## src/rtl/imem_load_arbiter_pkg.sv

```systemverilog
// Shared types and constants for the instruction memory load arbiter.
package imem_load_arbiter_pkg;

   localparam int DEF_DATA_WIDTH = 32;
   localparam int DEF_ADDR_WIDTH = 9;
   localparam int IMEM_DEPTH     = 2 ** DEF_ADDR_WIDTH;

   typedef enum logic [1:0] {
      RUN   = 2'd0,
      LOAD  = 2'd1,
      FLUSH = 2'd2
   } state_t;

endpackage

```

## src/rtl/imem_load_arbiter.sv

```systemverilog
// Shares the single instruction-memory port between CPU fetch and the program loader.
// Define IMEM_LOAD_CHECKSUM_EN to add the ld_sum running checksum output.
module imem_load_arbiter
   import imem_load_arbiter_pkg::*;
#(
   parameter int DATA_WIDTH = DEF_DATA_WIDTH,
   parameter int ADDR_WIDTH = DEF_ADDR_WIDTH
) (
   input  logic                  clk,
   input  logic                  rst,
   input  logic                  ld_start,
   input  logic [ADDR_WIDTH-1:0] ld_base,
   input  logic [ADDR_WIDTH:0]   ld_count,
   input  logic                  ld_valid,
   input  logic [DATA_WIDTH-1:0] ld_data,
   output logic                  ld_ready,
   output logic                  ld_busy,
   output logic                  ld_done,
   output logic                  ld_err,
`ifdef IMEM_LOAD_CHECKSUM_EN
   output logic [DATA_WIDTH-1:0] ld_sum,
`endif
   input  logic [ADDR_WIDTH-1:0] pc_addr,
   output logic                  cpu_stall,
   output logic                  fetch_valid,
   output logic [ADDR_WIDTH-1:0] mem_addr,
   output logic [DATA_WIDTH-1:0] mem_data,
   output logic                  mem_we
);

   // One extra bit beyond the count width so base+count can never wrap.
   localparam logic [ADDR_WIDTH+1:0] DEPTH = (ADDR_WIDTH+2)'(2 ** ADDR_WIDTH);

   state_t                state;
   state_t                state_nxt;
   logic [ADDR_WIDTH-1:0] ptr;
   logic [ADDR_WIDTH:0]   rem;
   logic [ADDR_WIDTH+1:0] ld_end;
   logic                  req_bad;
   logic                  start_ok;
   logic                  accept;
   logic                  last_word;

   assign ld_end    = {2'b00, ld_base} + {1'b0, ld_count};
   assign req_bad   = (ld_count == '0) || (ld_end > DEPTH);
   assign start_ok  = (state == RUN) && ld_start && !req_bad;
   assign accept    = (state == LOAD) && ld_valid;
   assign last_word = accept && (rem == (ADDR_WIDTH+1)'(1));
   assign mem_data  = ld_data;

   always_comb begin
      state_nxt = state;
      mem_addr  = pc_addr;
      mem_we    = 1'b0;
      ld_ready  = 1'b0;
      cpu_stall = 1'b0;
      ld_busy   = 1'b0;
      unique case (state)
         RUN: begin
            if (start_ok) state_nxt = LOAD;
         end
         LOAD: begin
            cpu_stall = 1'b1;
            ld_busy   = 1'b1;
            ld_ready  = 1'b1;
            mem_addr  = ptr;
            mem_we    = ld_valid;
            if (last_word) state_nxt = FLUSH;
         end
         FLUSH: begin
            // Memory re-registers the held PC here so fetch resumes with valid data.
            cpu_stall = 1'b1;
            ld_busy   = 1'b1;
            state_nxt = RUN;
         end
         default: state_nxt = RUN;
      endcase
   end

   always_ff @(posedge clk) begin
      if (rst) begin
         state       <= RUN;
         ptr         <= '0;
         rem         <= '0;
         ld_done     <= 1'b0;
         ld_err      <= 1'b0;
         fetch_valid <= 1'b0;
      end else begin
         state       <= state_nxt;
         ld_done     <= last_word;
         fetch_valid <= (state == RUN) || (state == FLUSH);
         if ((state == RUN) && ld_start) ld_err <= req_bad;
         if (start_ok) begin
            ptr <= ld_base;
            rem <= ld_count;
         end else if (accept) begin
            ptr <= ptr + ADDR_WIDTH'(1);
            rem <= rem - (ADDR_WIDTH+1)'(1);
         end
      end
   end

`ifdef IMEM_LOAD_CHECKSUM_EN
   always_ff @(posedge clk) begin
      if (rst || start_ok) ld_sum <= '0;
      else if (accept)     ld_sum <= ld_sum + ld_data;
   end
`endif

endmodule
```

## config.mk

```make
export PLATFORM = sky130hd
export DESIGN_NAME = imem_load_arbiter
export DESIGN_NICKNAME = d
export VERILOG_FILES = /design/src/rtl/imem_load_arbiter_pkg.sv /design/src/rtl/imem_load_arbiter.sv
export SDC_FILE = /design/constraint.sdc
export NUM_CORES = 1
export LEC_CHECK = 0
export ABC_CLOCK_PERIOD_IN_PS = 3000
export CAP_MARGIN = 20
export CORE_ASPECT_RATIO = 1.2
export CORE_MARGIN = 2
export CORE_UTILIZATION = 48
export DETAILED_ROUTE_END_ITERATION = 7
export DONT_BUFFER_PORTS = 1
export HOLD_SLACK_MARGIN = 0.08
export PLACE_DENSITY = 0.75
export SKIP_LAST_GASP = 1
export SLEW_MARGIN = 30
export SYNTH_ARGS = -nofsm -noshare
export SYNTH_HDL_FRONTEND = slang
export SYNTH_SLANG_ARGS = --single-unit
```

## constraint.sdc

```tcl
create_clock -name clk -period 3 [get_ports clk]
set_input_delay 0.45 -clock clk [delete_from_list [all_inputs] [get_ports clk]]
set_output_delay 0.45 -clock clk [all_outputs]
set_load 0.01 [all_outputs]
```

=== Word-level counts from Yosys, hierarchy flattened ===
Index checks and enable logic that the tools add are counted.

* Bits in registers: 24

* Reductions and logical operators: 12
* Equal/unequal tests: 5
* $add $sub $neg: 3
* Muxes and demuxes: 11
* Order comparisons: 1

{| class="wikitable"
|+ Operators by type and width
! operator !! number
|-
| $mux W9 || 3
|-
| $mux W10 || 2
|-
| $add A9 B10 Y11 || 1
|-
| $gt A11 B10 Y1 const B || 1
|-
| $eq A10 B1 Y1 const B || 1
|-
| $logic_not A10 Y1 || 1
|-
| $sub A10 B1 Y10 const B || 1
|-
| $add A9 B1 Y9 const B || 1
|-
| $logic_and A1 B1 Y1 || 4
|-
| $mux W2 || 2
|-
| $ne A2 B2 Y1 const B || 2
|-
| $pmux W2 S2 || 1
|-
| $mux W1 || 3
|-
| $eq A2 B1 Y1 const B || 1
|-
| $eq A2 B2 Y1 const B || 1
|-
| $logic_not A2 Y1 || 1
|-
| $logic_or A1 B1 Y1 || 2
|-
| $reduce_and A2 Y1 || 1
|-
| $reduce_bool A2 Y1 || 1
|-
| $reduce_or A2 Y1 || 1
|-
| $logic_not A1 Y1 || 1
|}

=== Logic depth before layout (Yosys ltp) ===
* Depth after elaboration: 7
* Depth in mapped cells: 12
* Gate-level depth less buffers: 11

=== Worst setup path after synthesis ===
No wires, ideal clock.

* Kind: input -> register
* Start: input ld_base[0]
* End: register ptr[2]
* Stages: 12
* Arrival: 2.730 ns
* Path buffers: 1
* Slack: 0.142 ns
* Setup time: 0.128 ns
* Cells stage by stage: ha_1 > inv_1 > fa_1 > and2b_1 > o221ai_1 > a211o_1 > a211oi_1 > a32oi_2 > a31oi_4 > buf_8 > mux2i_1 > nor2_1

* Longest elaborated chain between the ends: 6

{| class="wikitable"
|+ Ends and longest elaborated chain
! element !! RTL line !! RTL
|-
| from (decl) || imem_load_arbiter.sv:12 || <nowiki>input logic [ADDR_WIDTH-1:0] ld_base,</nowiki>
|-
| $add A9 B10 Y11 (*) || imem_load_arbiter.sv:44 || <nowiki>assign ld_end = {2'b00, ld_base} + {1'b0, ld_count};</nowiki>
|-
| $gt A11 B10 Y1 (*) || imem_load_arbiter.sv:45 || <nowiki>assign req_bad = (ld_count == '0) || (ld_end > DEPTH);</nowiki>
|-
| $logic_or A1 B1 Y1 (*) || imem_load_arbiter.sv:45 ||
|-
| $logic_not A1 Y1 (*) || imem_load_arbiter.sv:46 || <nowiki>assign start_ok = (state == RUN) && ld_start && !req_bad;</nowiki>
|-
| $logic_and A1 B1 Y1 (*) || imem_load_arbiter.sv:46 ||
|-
| $mux W9 or $reduce_bool A2 Y1 (tied branches) || -- ||
|-
| to (signal assigned) || imem_load_arbiter.sv:94 || <nowiki>ptr <= ld_base;</nowiki>
|-
| to (signal assigned) || imem_load_arbiter.sv:97 || <nowiki>ptr <= ptr + ADDR_WIDTH'(1);</nowiki>
|-
| to (decl) || imem_load_arbiter.sv:36 || <nowiki>logic [ADDR_WIDTH-1:0] ptr;</nowiki>
|}

Mark *: on every way between the ends. The rest lies on a longest branch, timed or not.
A chain may end at the register's enable or synchronous reset.

=== Worst setup path after layout ===
* Start: input ld_base[0]
* End: register rem[5]

* Longest elaborated chain between the ends: 6

{| class="wikitable"
|+ Ends and longest elaborated chain
! element !! RTL line !! RTL
|-
| $add A9 B10 Y11 (*) || imem_load_arbiter.sv:44 ||
|-
| $gt A11 B10 Y1 (*) || imem_load_arbiter.sv:45 ||
|-
| $logic_or A1 B1 Y1 (*) || imem_load_arbiter.sv:45 ||
|-
| $logic_not A1 Y1 (*) || imem_load_arbiter.sv:46 ||
|-
| $logic_and A1 B1 Y1 (*) || imem_load_arbiter.sv:46 ||
|-
| $mux W10 or $reduce_bool A2 Y1 (tied branches) || -- ||
|-
| to (signal assigned) || imem_load_arbiter.sv:95 || <nowiki>rem <= ld_count;</nowiki>
|-
| to (signal assigned) || imem_load_arbiter.sv:98 || <nowiki>rem <= rem - (ADDR_WIDTH+1)'(1);</nowiki>
|-
| to (decl) || imem_load_arbiter.sv:37 || <nowiki>logic [ADDR_WIDTH:0] rem;</nowiki>
|}

Marked as above.

==> flow_summary.yaml <==
drt:
  drtAntennaViolNets: 0
  wl_um: 4801
  dr.pass1.iters: 4
  drt-wirelength-per-cell_um: 16.96
  drc_errors: 0
  viasPerCell: 5.855
  drt_iter0_drc: 70
  vias: 1657
critical_path:
  critPathMaxFanout: 26
  crit_start: "ld_base[0]"
  max_stage_delay_ps: 390
  end_kind: "flip-flop"
  cpMaxStageDelayCell: "fa_1"
  required_ps: 3160
  crit-reg2reg-launch: "state[1]$_SDFFE_PP0P_"
  worstPathCellList: "ha_1 > inv_1 > fa_1 > and2b_1 > o221ai_1 > a211o_1 > a211oi_1 > a32oi_2 > a31oi_4 > buf_12 > mux2i_1 > nor2_1"
  cp-start-kind: "input pin"
  criticalPathCategory: "in2reg"
  crit_arrival_ps: 2910
sta:
  relSlewSlack_pct: 67.57
  setup_viol_count_final: 0
  layout_min_cycle_time_ps: 2751
  hold_slack_ps: 241.0
  rsz0062_at_grt: "no"
  max_freq_mhz: 363.5
  tns_ps: 0
  skew_ps: 6.618
  fin_crit_sh_pct: 91.71
  finalMaxSlewViolations: 0
  hold_violations: 0
  worst_slew_pin_slew_ps: 478.8
  setup_ws_ps: 248.8
yosys:
  synthMuxAreaShare_pct: 11.42
  synth.cell_area_mm2: 0.002202
  synthFlopType: "dfxtp_1"
  synth_compound_area_share_pct: 16.53
  ys_ff_latch: 24
  yosys.area_share.xor_xnor_pct: 7.898
  synth_fa_ha_area_share_pct: 9.432
  syn-num-nets: 339
  yosys.area_share.simple_pct: 17.61
  yosysUniqueCellTypes: 55
  avgSynthCellArea_um2: 8.502
  async_flop_share_pct: 0
  ys_warn_count: 0
  synth-edff-count: 0
  yosysSeqAreaShare_pct: 21.82
  synthCells: 259
  synth_top_family_by_area: "simple AND/OR/NAND/NOR gates"
min_path:
  hold_class: "in2reg"
  hp-start: "rst"
cts:
  cts_buffers: 3
  holdBufCountCts: 0
  clockBufferDepth: 2
  clock-sinks: 24
  cts_tree: "done"
  postCtsSetupBuffers: 0
  clkTransAtPathRegs_ps: 90
  h-tree-depth: 1
  cts_resized: 0
  clock_latency_ps: 270
  clockRootBuffer: "clkbuf_8"
final_layout:
  postLayoutCoreUtil_pct: 45.98
  syn_to_final_growth_pct: -6.193
  final_nets: 306
  final_cell_mix: "34 x nor2_1, 24 x dfxtp_1, 15 x mux2i_1, 15 x ha_1, 14 x nand2_1"
  layout-drive-gt1-share_pct: 10.67
  final_common_cell: "nor2_1"
  antennaDiodeCount: 0
power_and_ir_drop:
  clockPowerShare_pct: 25.7
  p_sw_w: 0.0002792
  pwr-share-seq_pct: 42.5
  comb_power_share_pct: 31.8
  p_leak_nw: 0.8154
  powerDensity_mw_per_mm2: 418.5
  internal-power_w: 0.0005854
  swShare_pct: 32.29
  ir_drop_uv: 156.7
floorplan:
  start_util_pct: 49.01
  die_w_um: 65.83
  die_area_mm2: 0.005148
  rows: 27
  core-area_mm2: 0.004493
  die_h_um: 78.20
  ioPinCount: 112
run_status:
  outcome: "completed"
place:
  dp_hpwl_um: 3705
  port_buffers: 0
  place.gp.congestion: 0.8730
  dp_slack_ps: -34.45
grt:
  grt_util_met1_pct: 19.41
  grt_max_degree: 27
  grtUsageMet2_pct: 32.42
  top_usage_layer: "met2"
  antenna_found_initial: 0
  grt_pass1_wl_um: 7431
  use_met3_pct: 5.158
  grt_usage_pct: 18.53
  gr-total-overflow: 0
  grt_pass1_vias: 1605
run:
  cap_violations: 0
## state kept, by name, indices dropped and copies added (netlist names)
signal	flops
rem	10
ptr	9
fetch_valid	1
ld_done	1
ld_err	1
state	2
## routing by layer
layer,vias to the layer above,wire length (um)
met5,-,0
met4,0,165
met1,785,1817
li1,816,-
met3,15,367
met2,41,2450
## cells in the mapped netlist (2+ instances only)
master / count / area share [%]
a211o_1: 2 / 0.80
a211oi_1: 8 / 2.7
a21o_1: 2 / 0.68
a21oi_1: 5 / 1.1
and3_1: 2 / 0.57
and3b_1: 2 / 0.80
buf_2: 2 / 0.45
buf_4: 33 / 11
clkbuf_1: 4 / 0.68
dfxtp_1: 24 / 22
ha_1: 15 / 8.5
inv_1: 9 / 1.5
mux2_2: 9 / 4.6
mux2i_1: 15 / 6.8
nand2_1: 14 / 2.4
nand3_1: 4 / 0.91
nand4_1: 3 / 0.85
nor2_1: 34 / 5.8
nor2b_1: 3 / 0.85
nor3_1: 4 / 0.91
nor4_1: 5 / 1.4
o21a_1: 3 / 1.0
o21ai_0: 7 / 1.6
o31a_1: 2 / 0.80
or2_1: 2 / 0.57
xnor2_1: 11 / 4.4
xor2_1: 7 / 2.8
## logic make-up after synthesis
kind of cell,count (synthesis)
compound gates,45
xor+xnor,19
fa+ha+maj,16
buf+inv,51
flops,24
mux,24
simple gates,80
## path summary, 6_finish.rpt
path	endpoint	depth (start not counted)	slack, ps
setup reg to reg	rem[7]$_SDFFE_PP0P_	9	990
hold reg to reg	state[1]$_SDFFE_PP0P_	2	530
hold / removal	rem[1]$_SDFFE_PP0P_	1	240
setup / recovery	rem[5]$_SDFFE_PP0P_	12	250
## power by group through the flow
| stage | Clock [W] | Combinational, W | Sequential [W] |
|---|---|---|---|
| 3_5_place_dp | 0 | 0.000271 | 0.000375 |
| 3_3_place_gp | 0 | 0.000265 | 0.000374 |
| 6_report | 0.000222 | 0.000275 | 0.000367 |
| 4_1_cts | 0.000226 | 0.000275 | 0.000367 |
| 5_1_grt | 0.000240 | 0.000304 | 0.000371 |
| 2_1_floorplan | 0 | 0.000280 | 0.000369 |
## cell type report
cell class	count	area, um^2
repair buffers	3	35.03
well taps	58	72.57
clock buffers	4	55.05
inverters	10	37.54
flip-flops and latches	24	480.5
fillers	438	2427
multi-input cells	184	1385
## worst max-delay path, delay by kind of cell
kind                     cells  cell delay, ps
AND/OR/NAND/NOR              2             320
buffers and inverters        2             270
multiplexers                 1             250
AO/OA/AOI/OAI                5            1090
adder cells (fa/ha/maj)      2             540
## per-stage QoR
step	std cells	area [um^2]	total power [W]
after floorplan	259	2202	0.0006489
after global placement	279	2011	0.0006382
after detailed placement	279	2011	0.0006459
after CTS	283	2066	0.0008683
after global routing	283	2066	0.0009151
final	283	2066	0.0008645
No activity file was read; power rests on OpenSTA's default activity.
